==> config.mk <==
export PLATFORM = sky130hd
export DESIGN_NAME = mem_port_arbiter
export DESIGN_NICKNAME = d
export VERILOG_FILES = /design/src/rtl/mem_port_arbiter.sv
export SDC_FILE = /design/constraint.sdc
export NUM_CORES = 1
export LEC_CHECK = 0
export ABC_CLOCK_PERIOD_IN_PS = 1750
export CORE_AREA = 2 2 533 535
export CTS_CLUSTER_DIAMETER = 30
export DETAILED_ROUTE_END_ITERATION = 7
export DIE_AREA = 0 0 535 537
export PLACE_DENSITY = 0.3
export SYNTH_ARGS = -nofsm -noshare
export SYNTH_HDL_FRONTEND = slang
export SYNTH_SLANG_ARGS = --single-unit
==> constraint.sdc <==
create_clock -name clk -period 1.75 [get_ports clk]
set_input_delay 0.35 -clock clk [delete_from_list [all_inputs] [get_ports clk]]
set_output_delay 0.35 -clock clk [all_outputs]
set_load 0.05 [all_outputs]
==> src/rtl/mem_port_arbiter.sv <==
// mem_port_arbiter
// Shares the single physical memory port between the I-cache (line reads)
// and the D-cache (line reads and writebacks). It grants one client at a
// time and latches that client's address, write data and operation. It then
// runs exactly one memory transaction and returns the completion to the
// granted client only.
//
// Optional feature macro: MEM_ARB_RR_EN
//   undefined : fixed priority, D-cache over I-cache.
//   defined   : when both clients request in the same cycle, the client that
//               was not granted last time wins (last_grant resets to D).
//
// Ports
//   clk, rst      : clock, synchronous active-high reset
//   i_read        : I-cache line read request (level, held until i_resp)
//   i_address     : I-cache line address
//   i_rdata       : line data to I-cache (follows pmem_rdata)
//   i_resp        : completion pulse to I-cache, same cycle as pmem_resp
//   d_read        : D-cache line read request (level, held until d_resp)
//   d_write       : D-cache writeback request (level, held until d_resp)
//   d_address     : D-cache line address
//   d_wdata       : D-cache writeback data
//   d_rdata       : line data to D-cache (follows pmem_rdata)
//   d_resp        : completion pulse to D-cache, same cycle as pmem_resp
//   pmem_read     : memory read strobe, held until pmem_resp
//   pmem_write    : memory write strobe, held until pmem_resp
//   pmem_address  : latched transaction address
//   pmem_wdata    : latched transaction write data
//   pmem_rdata    : memory read data
//   pmem_resp     : memory completion pulse

module mem_port_arbiter #(
  parameter int unsigned ADDR_W = 32,
  parameter int unsigned LINE_W = 256
) (
  input  logic              clk,
  input  logic              rst,

  input  logic              i_read,
  input  logic [ADDR_W-1:0] i_address,
  output logic [LINE_W-1:0] i_rdata,
  output logic              i_resp,

  input  logic              d_read,
  input  logic              d_write,
  input  logic [ADDR_W-1:0] d_address,
  input  logic [LINE_W-1:0] d_wdata,
  output logic [LINE_W-1:0] d_rdata,
  output logic              d_resp,

  output logic              pmem_read,
  output logic              pmem_write,
  output logic [ADDR_W-1:0] pmem_address,
  output logic [LINE_W-1:0] pmem_wdata,
  input  logic [LINE_W-1:0] pmem_rdata,
  input  logic              pmem_resp
);

  typedef enum logic [1:0] {
    IDLE    = 2'd0,
    SERVE_I = 2'd1,
    SERVE_D = 2'd2,
    RELEASE = 2'd3
  } state_t;

  state_t             state;
  logic [ADDR_W-1:0]  addr_q;
  logic [LINE_W-1:0]  wdata_q;
  logic               op_write_q;
  logic               read_q;
  logic               write_q;

  logic               d_req;
  logic               grant_d;
  logic               grant_i;

  // Any D-cache request; read and write together is treated as a write.
  assign d_req = d_read | d_write;

`ifdef MEM_ARB_RR_EN
  // 1 = D-cache was granted last.
  logic last_grant_d;

  // On a tie, hand the port to the client that did not have it last.
  assign grant_d = d_req & (~i_read | ~last_grant_d);

  always_ff @(posedge clk) begin
    if (rst) begin
      last_grant_d <= 1'b1;
    end else if ((state == IDLE) && (grant_d || i_read)) begin
      last_grant_d <= grant_d;
    end
  end
`else
  // Fixed priority: D-cache always wins a tie.
  assign grant_d = d_req;
`endif

  assign grant_i = i_read & ~grant_d;

  // Arbitration FSM with registered memory strobes and latched transaction.
  always_ff @(posedge clk) begin
    if (rst) begin
      state      <= IDLE;
      addr_q     <= '0;
      wdata_q    <= '0;
      op_write_q <= 1'b0;
      read_q     <= 1'b0;
      write_q    <= 1'b0;
    end else begin
      case (state)
        IDLE: begin
          read_q  <= 1'b0;
          write_q <= 1'b0;
          if (grant_d) begin
            state      <= SERVE_D;
            addr_q     <= d_address;
            wdata_q    <= d_wdata;
            op_write_q <= d_write;
            read_q     <= ~d_write;
            write_q    <= d_write;
          end else if (grant_i) begin
            state      <= SERVE_I;
            addr_q     <= i_address;
            wdata_q    <= '0;
            op_write_q <= 1'b0;
            read_q     <= 1'b1;
            write_q    <= 1'b0;
          end
        end

        // Strobe stays up until memory completes; the request level is not
        // re-examined, so a dropped request still finishes its transaction.
        SERVE_I, SERVE_D: begin
          read_q  <= ~op_write_q;
          write_q <= op_write_q;
          if (pmem_resp) begin
            state   <= RELEASE;
            read_q  <= 1'b0;
            write_q <= 1'b0;
          end
        end

        // One dead cycle so the client can drop its request before the
        // next arbitration.
        RELEASE: begin
          state   <= IDLE;
          read_q  <= 1'b0;
          write_q <= 1'b0;
        end

        default: begin
          state   <= IDLE;
          read_q  <= 1'b0;
          write_q <= 1'b0;
        end
      endcase
    end
  end

  assign pmem_read    = read_q;
  assign pmem_write   = write_q;
  assign pmem_address = addr_q;
  assign pmem_wdata   = wdata_q;

  // Completion is steered to the granted client only; a stray pmem_resp
  // outside SERVE_* produces nothing.
  assign i_resp = (state == SERVE_I) & pmem_resp;
  assign d_resp = (state == SERVE_D) & pmem_resp;

  // Read data is broadcast; only the client receiving resp consumes it.
  assign i_rdata = pmem_rdata;
  assign d_rdata = pmem_rdata;

endmodule

==> impl_metrics.yaml <==
status:
  status: "finished with violations"
  violations: "negative setup slack"
logic_synthesis:
  synthCells: 1300
  synth_top_family_by_area: "buffers and inverters"
  yosysUniqueCellTypes: 26
  ys_warn_count: 0
  synth_seq_cells: 293
  synth_compound_area_frac: 0.205
  synth_mux_area_frac: 0.00149
  synth_area_um2: 13400
  syn-num-nets: 1886
  synth_xor_area_frac: 0
  yosysSeqAreaShare: 0.438
  synth-adder-area-share: 0.00373
  synth_simple_gate_area_frac: 0.0246
  syn_avg_cell_area_um2: 10.3
die:
  io_pins: 1386
  die_h_um: 537
  core_area_um2: 281000
  dieWidth_um: 535
  rows: 195
  start_util: 0.0476
  fp.dieArea_um2: 287000
min_path:
  hold_path_class: "primary input to register"
sta:
  final-setup-viol-count: 2
  rsz0062_at_grt: "yes"
  fin_crit_ns: 1.94
  setup_slack_ns: -0.186
  period_share: 1.11
  slew_viol_final: 0
  relSlewSlack: 0.716
  finalHoldViolCount: 0
  tightest_slew_ns: 0.425
  fmax_mhz: 516
  clock_skew_ns: 0.0811
  worst_hold_slack_ns: 0.145
power:
  vdd.ir_drop.worst_uv: 763
  p_comb_frac: 0.425
  p_per_area_nw_per_um2: 1840
  p_switching_mw: 19.0
  leakagePower_nw: 9.18
  power_frac_clock: 0.357
  p_seq_frac: 0.218
  power.total_mw: 47.5
  switching_share: 0.401
  internal_power_mw: 28.4
grt:
  grt_pass1_vias: 11300
  grtUsageTotal: 0.0963
  grt-ovfl-total: 0
  antenna_found_initial: 103
  grt_start_max_net_pins: 45
  grt_first_pass_wirelength_um: 169000
placement:
  hpwl_um: 128000
  gp_congestion: 0.696
  io_buffers: 617
route:
  wl_per_cell_um: 27.3
  drtPass1Iterations: 4
  dr_total_vias: 11300
  viasPerCell: 2.10
  detail-route-antenna-nets: 0
  drc_errors: 0
  totalWireLength_um: 146000
  drtIter0Drc: 353
final_layout:
  final_common_cell: "clkdlybuf4s50_1"
  fin_nets: 2118
  mostFrequentLayoutCells: "322 x clkdlybuf4s50_1, 256 x a22o_1, 167 x buf_4"
  multiInputGateArea_um2: 3200
  area.growth.synth_to_final_pct: 92.4
  final-seq-area_um2: 6120
  fillers: 32400
  drive_gt1_frac: 0.445
worst_setup_path:
  r2r_start: "state[1]"
  required_ns: 1.40
  r2r_setup_slack_ns: 0.01
  startpoint: "state[1]"
  start_kind: "register"
  cp_max_fo: 3
  worst_r2r_endpoint: "pmem_wdata[217]"
  crit_path_end_kind: "primary output"
  cp_data_arrival_time_ns: 1.59
  endpoint: "i_resp"
  crit_type: "register to primary output"
  reg2regPathDepth: 9
clock_tree:
  clock_latency_ns: 0.81
  cts_buffer_depth: 4
  cts_tree: "yes"
  root_buffer: "clkbuf_16"
  htree_levels: 3
  clkSlewWorstSetupHoldPaths_ns: 0.04
  cts_made_buffers: 99
  cts.sinks: 293
job:
  maxCapViolCount: 0
worst max-delay path: stages, from the launching register on:
cell	delay, ns
dfxtp_2	0.35
inv_2	0.05
ha_2	0.16
and2_4	0.14
buf_12	0.14
how the worst min path moves through the flow:
stage,start,end,depth (start not counted)
after floorplan,state[1],state[1],2
after global placement,pmem_wdata[136],pmem_wdata[136],1
after detailed placement,pmem_wdata[188],pmem_wdata[188],1
after CTS,d_wdata[30],pmem_wdata[30],2
after global routing,d_wdata[30],pmem_wdata[30],2
final,d_wdata[30],pmem_wdata[30],2
sequential cells by signal, indices dropped and copies added, names as in the netlist:
register	cells
pmem_wdata	256
pmem_address	32
state	2
op_write_q	1
pmem_read	1
pmem_write	1
cells by family after synthesis:
family / after synthesis
AOI/OAI and AO/OA: 329
adders and majority gates: 4
buffers and inverters: 594
DFF: 293
muxes: 2
and+or+nand+nor: 78
through the flow:
| step | cell area, µm² | setup TNS, ns | worst slack (ns) | utilization | cells |
|---|---|---|---|---|---|
| after floorplan | 13400 | 0 | 0.291 | - | 1300 |
| after global placement | 21200 | -54.95 | -0.282 | 0.0752 | 5133 |
| after detailed placement | 21200 | -56.83 | -0.289 | 0.0752 | 5133 |
| after CTS | 25500 | -1.85 | -0.288 | 0.0905 | 5338 |
| after global routing | 25800 | -3.33 | -0.270 | 0.0916 | 5349 |
| final | 25800 | -0.364 | -0.186 | 0.0917 | 5365 |
area by class of cell:
type | instances | area share
flip-flops and latches | 293 | 0.237
multi-input cells | 413 | 0.124
diodes | 16 | 0.00155
clock inverters | 41 | 0.0162
inverters | 3 | 0.000437
clock buffers | 134 | 0.107
repair buffers | 722 | 0.332
well taps | 3743 | 0.182
cells in the mapped netlist:
cell / count / area [µm²]
buf_6: 22 / 248
o21ai_0: 32 / 160
nor2_2: 1 / 6.26
a22o_1: 256 / 2240
o21ai_1: 2 / 10.0
buf_4: 519 / 3900
nor4b_1: 1 / 8.76
a311oi_1: 32 / 280
nor2b_1: 2 / 12.5
nand2_1: 34 / 128
buf_2: 34 / 170
mux2i_1: 2 / 20.0
and2_1: 2 / 12.5
o31a_4: 1 / 17.5
ha_1: 4 / 50.1
nor2_1: 35 / 131
a2111o_1: 1 / 11.3
nor3b_2: 1 / 12.5
a21oi_1: 3 / 15.0
nand3b_1: 1 / 7.51
nor2_4: 1 / 11.3
o41ai_1: 1 / 8.76
o211ai_1: 1 / 7.51
inv_1: 3 / 11.3
clkbuf_1: 16 / 60.1
dfxtp_1: 293 / 5870
routing by layer:
layer	track usage	wire (µm)	vias up
met2	0.152	63600	1311
met1	0.0792	42100	4915
met5	0.00510	283	-
met4	0.0400	7680	14
li1	-	-	4591
met3	0.0979	32600	457
timing repair:
item	4_1_cts	5_1_grt
setup buffers	26	8
pin swaps	0	16
gates resized for setup	313	31
cloned	3	5
hold buffers	1	0
setup endpoints to repair	404	78
hold endpoints to repair	1	0
power by group through the flow:
stage	clock, mW	combinational [mW]	sequential (mW)
after floorplan	0	6.71	15.3
after global placement	0	18.6	10.1
after detailed placement	0	18.6	10.1
after CTS	17.5	20.1	10.4
after global routing	17.8	21.4	10.6
final	16.9	20.2	10.4
(Power assumes the default switching activity.)
==> variant 1 (same flow settings) <==
Build with the macro `MEM_ARB_RR_EN` defined.
--- a/src/rtl/mem_port_arbiter.sv
+++ b/src/rtl/mem_port_arbiter.sv
@@ -28,6 +28,8 @@
 //   pmem_wdata    : latched transaction write data
 //   pmem_rdata    : memory read data
 //   pmem_resp     : memory completion pulse
+
+`define MEM_ARB_RR_EN
 
 module mem_port_arbiter #(
   parameter int unsigned ADDR_W = 32,
Check against the original RTL: not settled (the Yosys comparison gave no result); the edit may change what the design does.
==> variant 1 against the original RTL <==
- wire length grew 12%
- clock power grew 19%
- total power grew 14%
- setup slack lost 47 ps
- highest routed layer unchanged
- count of clock-buffer cells in the layout grew 24
- the run still ends with setup timing left
- design area grew 11%
- sequential share of layout area shrank 2.7 points
- sequential cell count grew 1
- area after synthesis grew 7.7%
- non-clock buffer count grew 33
==> variant 1: results (changes against the original RTL) <==
.. list-table::
   :header-rows: 1

   * - Metric
     - Value
   * - Status
     - complete, but fails checks (unchanged)
   * - Violations in the final reports
     - setup timing (unchanged)
   * - Fraction of met2 tracks used by global routing
     - 17.4% (was 15.2%)
   * - Dpl ws
     - -521 ps (was -289 ps)
   * - Setup TNS
     - -7870 ps (was -364 ps)
   * - Largest clock skew in the final design
     - 69.0 ps (was 81.1 ps)
   * - Arrival time of data at the critical path endpoint
     - 1630 ps (was 1590 ps)
   * - Largest net degree at the start of global routing
     - 82 (was 45)
   * - Synthesized Nets
     - 2,195 (was 1,886)
   * - Cell variety after synth
     - 27 (was 26)
   * - Worst-path fanout max
     - 2 (was 3)
   * - Gp weighted congestion
     - 0.782 (was 0.696)
   * - Share of the synthesized area in compound gates (AO/OA/AOI/OAI)
     - 18.3% (was 20.5%)
   * - Number of nets in the layout
     - 2,416 (was 2,118)
   * - Sequential cell power
     - 9.75 mW (was 10.4 mW)
   * - Top area cells in the synthesized netlist
     - sky130_fd_sc_hd__dfxtp_1 (41%), sky130_fd_sc_hd__buf_4 (27%), sky130_fd_sc_hd__a32oi_1 (16%) (was sky130_fd_sc_hd__dfxtp_1 (44%), sky130_fd_sc_hd__buf_4 (29%), sky130_fd_sc_hd__a22o_1 (17%))
   * - Final worst setup slack
     - -233 ps (was -186 ps)
   * - Count of vias placed by the detailed router
     - 13.7k (was 11.3k)
   * - Total routed wire length on the met1 layer
     - 42.8 mm (was 42.1 mm)
   * - Number of setup violations in the final report
     - 197 (was 2)
   * - Clock insertion delay at the later pin of the skew report
     - 730 ps (was 810 ps)
   * - Share of layout cells above drive strength 1
     - 41.8% (was 44.5%)
   * - Comb group
     - 24.2 mW (was 20.2 mW)
   * - DPL Wire Length
     - 136 mm (was 128 mm)
   * - Pleak
     - 9.96 nW (was 9.18 nW)
   * - DP Cell Count
     - 5,412 (was 5,133)
   * - Met1 global-route usage
     - 7.50% (was 7.92%)
   * - Postcts setup bufs
     - 5 (was 26)
   * - Number of clock buffers inserted by TritonCTS
     - 108 (was 99)
   * - Mux share of post-synthesis cell area
     - 0% (was 0.149%)
   * - Power dissipated in the clock network
     - 20.1 mW (was 16.9 mW)
   * - Met3 usage
     - 11.4% (was 9.79%)
   * - Worst slew slack as a fraction of its limit
     - 61.4% (was 71.6%)
   * - Global Route Usage Sum
     - 10.3% (was 9.63%)
   * - Int Power
     - 32.5 mW (was 28.4 mW)
   * - Number of detailed-routing iterations run before antenna repair
     - 5 (was 4)
   * - Average wire per cell in the routed design
     - 29.0 um (was 27.3 um)
   * - Wire length of the first global-routing pass
     - 186 mm (was 169 mm)
   * - Routed Wire Length
     - 164 mm (was 146 mm)
   * - Adder-Cell Fraction of Synth Area
     - 0.260% (was 0.373%)
   * - Fill count
     - 32.3k (was 32.4k)
   * - Detailed route wirelength on metal3
     - 37.2 mm (was 32.6 mm)
   * - Multi-input combinational cell area
     - 5010 um^2 (was 3200 um^2)
   * - Proportion of synthesized chip area in sequential cells
     - 40.8% (was 43.8%)
## variant 1: changes by cell type after synthesis, sizes merged, moves of 9 or more
cell	change
clkbuf	+44
buf	+9
o21ai	-34
nor2	+253
a32oi	+256
a22o	-256
nand2	+34
## variant 1: worst paths after layout
kind,startpoint,endpoint,slack [ps],cells past startpoint
min reg2reg,op_write_q$_SDFFE_PP0P_,op_write_q$_SDFFE_PP0P_,480,2
max,state[1]$_SDFFE_PP0P_,i_resp,-230,5
max reg2reg,state[0]$_SDFFE_PP0P_,last_grant_d$_SDFFE_PP1P_,-120,8
min,d_address[18],pmem_address[18]$_SDFFE_PP0P_,220,3
## variant 1: final cells by class
class,count,share of cell area [%]
Sequential cell,294,21.1
Antenna cell,1,0.00877
Inverter,2,0.0263
Clock inverter,42,2.32
Clock buffer,158,11.2
Timing Repair Buffer,755,31.5
Tap cell,3743,16.4
Multi-Input combinational cell,670,17.5
==> variant 2 (config.mk and constraints unchanged) <==
Made on the original files. Put a register stage on the outputs `i_rdata`, `i_resp`, `d_rdata` and `d_resp`. The values now appear one clock later. The other outputs are not delayed to match. Comments in the files are not updated.
--- a/src/rtl/mem_port_arbiter.sv
+++ b/src/rtl/mem_port_arbiter.sv
@@ -165,12 +165,14 @@
 
   // Completion is steered to the granted client only; a stray pmem_resp
   // outside SERVE_* produces nothing.
-  assign i_resp = (state == SERVE_I) & pmem_resp;
-  assign d_resp = (state == SERVE_D) & pmem_resp;
+  always_ff @(posedge clk) begin
+    i_rdata <= pmem_rdata;
+    i_resp  <= (state == SERVE_I) & pmem_resp;
+    d_rdata <= pmem_rdata;
+    d_resp  <= (state == SERVE_D) & pmem_resp;
+  end
 
   // Read data is broadcast; only the client receiving resp consumes it.
-  assign i_rdata = pmem_rdata;
-  assign d_rdata = pmem_rdata;
 
 endmodule
 
Function: changed (a bounded check fails within 4 cycles, from zero or initial values and one cycle with rst high).
==> variant 2 against the original RTL <==
- the run still ends with setup timing left
- combinational power increased by 26%
- sequential cell count rose by 258
- total power grew 70%
- sequential share of layout area is 1.5 points higher
- design area increased by 93%
- setup slack better by 130 ps
- wire length rose by 20%
- worst hold slack worse by 52 ps
- area after synthesis grew 24%
- register-to-register slack improved by 80 ps
==> variant 2: results (changes against the original RTL) <==
.. list-table::
   :header-rows: 1

   * - Metric
     - Value
   * - Final worst setup slack
     - -55.7 ps (was -186 ps)
   * - Proportion of synthesized chip area in sequential cells
     - 66.4% (was 43.8%)
   * - Setup TNS
     - -243 ps (was -364 ps)
   * - Average cell area after synthesis
     - 12.8 um^2 (was 10.3 um^2)
   * - Placed Instance Area
     - 33,800 um^2 (was 21,200 um^2)
   * - Routed Wire Length
     - 175 mm (was 146 mm)
   * - Global Route Usage Sum
     - 11.6% (was 9.63%)
   * - Status
     - complete, but fails checks (unchanged)
   * - Share of the synthesized area in compound gates (AO/OA/AOI/OAI)
     - 16.6% (was 20.5%)
   * - Clock insertion delay at the later pin of the skew report
     - 830 ps (was 810 ps)
   * - Largest stage delay on the critical path
     - 450 ps (was 350 ps)
   * - Cell depth of the worst flop-to-flop path
     - 7 (was 9)
   * - DPL Wire Length
     - 150 mm (was 128 mm)
   * - Cell with the largest stage delay on the worst path
     - sky130_fd_sc_hd__dfxtp_4 (was sky130_fd_sc_hd__dfxtp_2)
   * - Arrival time of data at the critical path endpoint
     - 1460 ps (was 1590 ps)
   * - Largest net degree at the start of global routing
     - 36 (was 45)
   * - Number of nets in the layout
     - 3,484 (was 2,118)
   * - Violations in the final reports
     - setup timing (unchanged)
   * - Antenna violations before repair
     - 137 (was 103)
   * - Hold endpoint
     - d_rdata[50]$_DFF_P_ (was pmem_wdata[30]$_SDFFE_PP0P_)
   * - Vias in the first global route
     - 18.7k (was 11.3k)
   * - Number of setup violations in the final report
     - 20 (was 2)
   * - Gp weighted congestion
     - 0.835 (was 0.696)
   * - Transition time at the pin with the least slew margin
     - 508 ps (was 425 ps)
   * - Top area cells in the synthesized netlist
     - sky130_fd_sc_hd__dfxtp_1 (66%), sky130_fd_sc_hd__a22o_1 (13%), sky130_fd_sc_hd__buf_4 (12%) (was sky130_fd_sc_hd__dfxtp_1 (44%), sky130_fd_sc_hd__buf_4 (29%), sky130_fd_sc_hd__a22o_1 (17%))
   * - Mux share of post-synthesis cell area
     - 0.120% (was 0.149%)
[variant 2: cell count changes after synthesis, sizes merged]
cell,unedited run,this run
dfxtp,293,551
clkbuf,16,18
buf,575,317
[variant 2: per-layer routing]
layer / global-route usage [%] / part of all wire, %
met5: 0 / 0.15
met4: 3.37 / 3.3
met3: 7.60 / 15
met2: 17.5 / 43
met1: 13.2 / 39
[variant 2: what timing repair did]
item / 4_1_cts / 5_1_grt
setup buffers: 23 / 10
gates resized for setup: 2018 / 88
endpoints found under the setup margin: 890 / 752
hold buffers: 238 / 0
endpoints found under the hold margin: 239 / 0
gates cloned: 0 / 5
[variant 2: cells by family (layout without fill, tap and decap cells)]
logic type | Yosys count | count (layout)
buffers and inverters | 338 | 2091
DFF | 551 | 551
and+or+nand+nor | 78 | 78
adders and majority gates | 4 | 4
muxes | 2 | 2
AOI/OAI and AO/OA | 329 | 329
other | 0 | 36
[variant 2: final cells by class]
class | instances | share of cell area [%]
clock inverter | 99 | 3.24
clock buffer | 252 | 10.8
sequential | 551 | 25.2
inverter | 3 | 0.0226
tap | 3743 | 9.39
antenna | 36 | 0.181
timing repair buffer | 1737 | 44.8
multi-input combinational | 413 | 6.39
[variant 2: worst max-delay path by stage]
| stage | endpoint | slack [ps] | cells after the start |
|---|---|---|---|
| 6_report | i_rdata[180] | -60 | 1 |
| 5_1_grt | i_rdata[180] | -140 | 1 |
| 4_1_cts | i_rdata[180] | -150 | 1 |
| 3_5_place_dp | pmem_wdata[223]$_SDFFE_PP0P_ | -390 | 6 |
| 3_3_place_gp | pmem_wdata[220]$_SDFFE_PP0P_ | -360 | 6 |
| 2_1_floorplan | pmem_wdata[115]$_SDFFE_PP0P_ | 280 | 6 |
